==> src/rtl/up_down_cnt_monitor.sv <==
// up_down_cnt_monitor: passive observer for an up/down counter's output bus.
// Infers the counting direction from consecutive samples. Reports wraps,
// direction reversals and illegal steps, and keeps wrap and error tallies.
module up_down_cnt_monitor #(
    parameter int WIDTH = 4
) (
    input  logic             cnt_clk,
    input  logic             cnt_rst,
    input  logic             mon_en,
    input  logic [WIDTH-1:0] count_in,
    output logic             dir_out,
    output logic             dir_valid,
    output logic             dir_chg,
    output logic             wrap_up,
    output logic             wrap_dn,
    output logic             step_err,
    output logic [7:0]       wrap_total,
    output logic [7:0]       err_cnt,
    output logic [1:0]       state_out
);

    typedef enum logic [1:0] {
        IDLE  = 2'b00,
        SYNC  = 2'b01,
        TRACK = 2'b10
    } state_t;

    localparam logic [WIDTH-1:0] ONE = WIDTH'(1);

    state_t           state;
    logic [WIDTH-1:0] prev_q;
    logic [WIDTH-1:0] delta;
    logic             step_up;
    logic             step_dn;
    logic             step_hold;

    assign state_out = state;

    // Classify the step between the previous and the current sample (mod 2^WIDTH)
    always_comb begin
        delta     = count_in - prev_q;
        step_up   = (delta == ONE);
        step_dn   = (delta == '1);
        step_hold = (delta == '0);
    end

    // Monitor FSM with registered direction, pulse and tally outputs
    always_ff @(posedge cnt_clk or negedge cnt_rst) begin
        if (!cnt_rst) begin
            state      <= IDLE;
            prev_q     <= '0;
            dir_out    <= 1'b0;
            dir_valid  <= 1'b0;
            dir_chg    <= 1'b0;
            wrap_up    <= 1'b0;
            wrap_dn    <= 1'b0;
            step_err   <= 1'b0;
            wrap_total <= '0;
            err_cnt    <= '0;
        end else begin
            dir_chg  <= 1'b0;
            wrap_up  <= 1'b0;
            wrap_dn  <= 1'b0;
            step_err <= 1'b0;
            if (!mon_en) begin
                state     <= IDLE;
                dir_valid <= 1'b0;
            end else begin
                case (state)
                    IDLE: begin
                        state     <= SYNC;
                        dir_valid <= 1'b0;
                    end
                    SYNC: begin
                        prev_q    <= count_in;
                        dir_valid <= 1'b0;
                        state     <= TRACK;
                    end
                    TRACK: begin
                        prev_q <= count_in;
                        if (step_up) begin
                            dir_out   <= 1'b1;
                            dir_valid <= 1'b1;
                            if (dir_valid && !dir_out) dir_chg <= 1'b1;
                            if (prev_q == '1) begin
                                wrap_up    <= 1'b1;
                                wrap_total <= wrap_total + 8'd1;
                            end
                        end else if (step_dn) begin
                            dir_out   <= 1'b0;
                            dir_valid <= 1'b1;
                            if (dir_valid && dir_out) dir_chg <= 1'b1;
                            if (prev_q == '0) begin
                                wrap_dn    <= 1'b1;
                                wrap_total <= wrap_total + 8'd1;
                            end
                        end else if (!step_hold) begin
                            step_err  <= 1'b1;
                            dir_valid <= 1'b0;
                            if (err_cnt != 8'hFF) err_cnt <= err_cnt + 8'd1;
                        end
                    end
                    default: begin
                        state     <= IDLE;
                        dir_valid <= 1'b0;
                    end
                endcase
            end
        end
    end

endmodule

==> config.mk <==
export PLATFORM = sky130hd
export DESIGN_NAME = up_down_cnt_monitor
export DESIGN_NICKNAME = d
export VERILOG_FILES = /design/src/rtl/up_down_cnt_monitor.sv
export SDC_FILE = /design/constraint.sdc
export NUM_CORES = 1
export LEC_CHECK = 0
export BUFFER_PORTS_ARGS = -buffer_cell sky130_fd_sc_hd__buf_2
export CORE_MARGIN = 2
export CORE_UTILIZATION = 49
export DETAILED_ROUTE_END_ITERATION = 10
export GPL_ROUTABILITY_DRIVEN = 0
export PLACE_DENSITY_LB_ADDON = 0.2
export SYNTH_ARGS = -nofsm -noshare
export SYNTH_HDL_FRONTEND = slang
export SYNTH_SLANG_ARGS = --single-unit
==> constraint.sdc <==
create_clock -name cnt_clk -period 2.3 [get_ports cnt_clk]
set_input_delay 0.115 -clock cnt_clk [delete_from_list [all_inputs] [get_ports cnt_clk]]
set_output_delay 0.115 -clock cnt_clk [all_outputs]
set_load 0.1 [all_outputs]
==> flow_summary_export.csv <==
group,metric,value,unit
run_status,status,"finished clean",
clock_network,clock_path_buffers,2,
route,first_iter_violations,60,
clock_network,cts_tree,"built",
pwr,power_switching,0.961,mW
setup_path,crit_fanout,5,
grt,grt_overflow,0,
route,routed_wl,3240,µm
synth,yosys.area.top_type_share,45.2,%
timing,layout_worst_path_cycle_share,96.7,%
timing,hold_viol,0,
synth,synth_top_area_cell,"dfrtp_1",
placement,placed_area,1860,µm²
pwr,p_per_area,1070,nW/µm²
setup_path,crit_arrival,2.46,ns
route,antenna_left,0,
timing,tns,0,ns
setup_path,path_cells,"ha_4, fa_2, xor2_2, buf_4, nand3_1, a21oi_2, buf_4, o2111ai_1, xnor2_1",
timing,rsz0062_at_grt,"true",
route,first_pass_iters,4,
setup_path,crit_path_start_kind,"flop",
synth,syn_avg_cell_area,10.8,µm²
pwr,leakage,0.974,nW
route,vias_per_cell,5.40,
die,die_w,60.2,µm
clock_network,clkLatencyLatePin,0.34,ns
final_layout,nFillCells,235,
timing,max_freq,449,MHz
route,drc,0,
timing,finClkSkew,0.00579,ns
hold_path,hold_class,"in -> reg",
timing,worst_pin_slew,0.615,ns
pwr,internal-power,1.19,mW
setup_path,path_class,"reg -> reg",
final_layout,fin_area,2020,µm²
clock_network,cts_root_buffer,"clkbuf_4",
setup_path,slowest_delay,0.44,ns
synth,syn-num-nets,159,
die,coreArea,3030,µm²
setup_path,crit_path_frequent_cell,"buf_4",
grt,grt_pass1_wl,5020,µm
clock_network,cts.sinks,28,
synth,syn_area,1550,µm²
timing,setup_violations,0,
pwr,ir_drop,600,µV
grt,antenna_found_initial,0,
timing,period_minus_slack,2.23,ns
synth,synthDistinctLibCells,39,
synth,synth_area_leaders,"dfrtp_1 45%, ha_1 6.5%, xnor2_1 5.6%, and3_1 3.2%, mux2_2 2.9%",
setup_path,cp-end-kind,"flop",
final_layout,area_growth,30.3,%
die,die_area,3630,µm²
timing,setup_ws,0.0748,ns
clock_network,cts_buffers,3,
die,io_pins,31,
synth,ys_ff_latch,28,
pwr,p_sw_share,44.6,%
pwr,power_frac_seq,29.7,%
synth,synth_cells,143,
route,wl_per_cell,13.6,µm
clock_network,path_clk_slew,0.15,ns
die,die_h,60.2,µm
timing,drv_slew,0,
die,rows,20,
final_layout,final_core_util,66.7,%
timing,slew_headroom,59.0,%
die,start_util,51.2,%
final_layout,nets,211,
synth,ys_seq_area_share,45.2,%
clock_network,htree_num_levels,1,
placement,dp_hpwl,2400,µm
grt,grt_pass1_vias,1187,
final_layout,n_antenna_cell,0,
timing,whs,0.0365,ns
setup_path,slowest_stage,"dfrtp_1",
grt,grt_max_degree,29,
setup_path,cp_data_required_time,2.54,ns
placement,post-place-ws,-0.0709,ns
flow_run,cap_violations,0,
synth,ys_warn_count,0,
placement,numPortBuffers,30,
final_layout,drive_gt1_share,39.2,%
pwr,clockPowerShare,15.1,%
pwr,pwr-share-comb,55.2,%
route,vias,1286,
grt,grt_usage,18.7,%
-- layout by cell type (no fill, tap or decap), types with 4 or more instances in the layout --
cell,count
xnor2_1,10
mux2_2,4
nand4_1,4
ha_1,6
and3_1,7
nand2_1,12
inv_1,6
nand3_1,6
dfrtp_1,25
buf_4,17
buf_2,30
and2_1,5
-- layout make-up --
class	count	area, µm²	area share, %
sequential	28	704	34.9
multi-input combinational	108	898	44.5
timing repair buffer	48	288	14.2
inverter	6	22.5	1.11
clock inverter	1	30.0	1.49
clock buffer	3	22.5	1.11
tap	44	55.1	2.72
-- cells by family (layout without fill, tap and decap cells) --
family | count (synthesis) | count (layout) | synth area share, %
XOR/XNOR | 13 | 13 | 7.34
flip-flops | 28 | 28 | 45.2
AO/OA/AOI/OAI | 21 | 21 | 9.44
AND/OR/NAND/NOR | 55 | 55 | 21.2
buffers and inverters | 7 | 58 | 1.78
adder cells (fa/ha/maj) | 9 | 9 | 7.75
multiplexers | 10 | 10 | 7.26
-- per-layer routing --
metal,track usage [%],share of wire (%),vias to the layer above
met1,24.6,46,625
met4,7.62,1.4,0
met2,30.6,48,31
met3,2.60,4.2,5
li1,-,-,625
met5,0,0,-
-- critical path: cells and delay by family (launching register included) --
| family | cells | cell delay [ns] |
|---|---|---|
| AND/OR/NAND/NOR | 1 | 0.09 |
| AO/OA/AOI/OAI | 2 | 0.32 |
| XOR/XNOR | 2 | 0.40 |
| adder cells (fa/ha/maj) | 2 | 0.54 |
| flip-flops | 1 | 0.44 |
| buffers and inverters | 2 | 0.33 |
-- what timing repair did --
item,4_1_cts,5_1_grt
hold endpoints to repair,28,0
pin swaps,1,6
hold buffers,1,0
resized for setup,1,13
buffers inserted,1,2
setup endpoints to repair,6,16
-- through the flow --
stage,total power [mW],std cells
floorplan,1.35,143
global placement,1.63,230
detailed placement,1.66,230
CTS,2.00,236
global route,2.27,238
finish,2.16,238
-- Yosys cell counts, drive strengths merged --
cell / instances
buf: 1
and2: 5
a21oi: 5
a41oi: 1
xnor2: 10
nand4: 4
a31oi: 2
o21ai: 4
ha: 8
and3: 8
a21o: 1
or4: 2
nand2: 12
nand3: 6
nand4b: 2
nor3: 3
nor2: 5
dfrtp: 28
inv: 6
xor2: 3
nand3b: 1
and4: 1
nor4b: 1
and3b: 1
o2111ai: 4
nor2b: 3
mux2i: 3
o211ai: 3
nand2b: 1
mux2: 7
o21bai: 1
fa: 1
-- flip-flops by register name, summed over array words and instances (netlist names) --
signal	count
step_err	1
dir_out	1
err_cnt	8
wrap_dn	1
dir_chg	1
state_out	2
wrap_up	1
dir_valid	1
wrap_total	8
prev_q	4
-- power groups by stage --
stage               clock [mW]  combinational (mW)  sequential, mW
detailed placement           0                1.02           0.645
floorplan                    0               0.429           0.920
global route             0.349                1.27           0.655
global placement             0               0.988           0.639
CTS                      0.329                1.04           0.636
finish                   0.325                1.19           0.640
-- worst paths after layout --
path,start,endpoint,slack [ns],cells past startpoint
max,prev_q[0]$_DFFE_PN0P_,wrap_total[7]$_DFFE_PN0P_,0.07,9
min,mon_en,state_out[0]$_DFFE_PN0P_,0.04,2
max reg2reg,prev_q[0]$_DFFE_PN0P_,wrap_total[7]$_DFFE_PN0P_,0.07,9
min reg2reg,wrap_total[7]$_DFFE_PN0P_,wrap_total[7]$_DFFE_PN0P_,0.49,1
max in group asynchronous,cnt_rst,err_cnt[0]$_DFFE_PN0P_,1.58,2
min in group asynchronous,cnt_rst,wrap_dn$_DFF_PN0_,0.30,2
No activity file was read; power rests on OpenSTA's default activity.
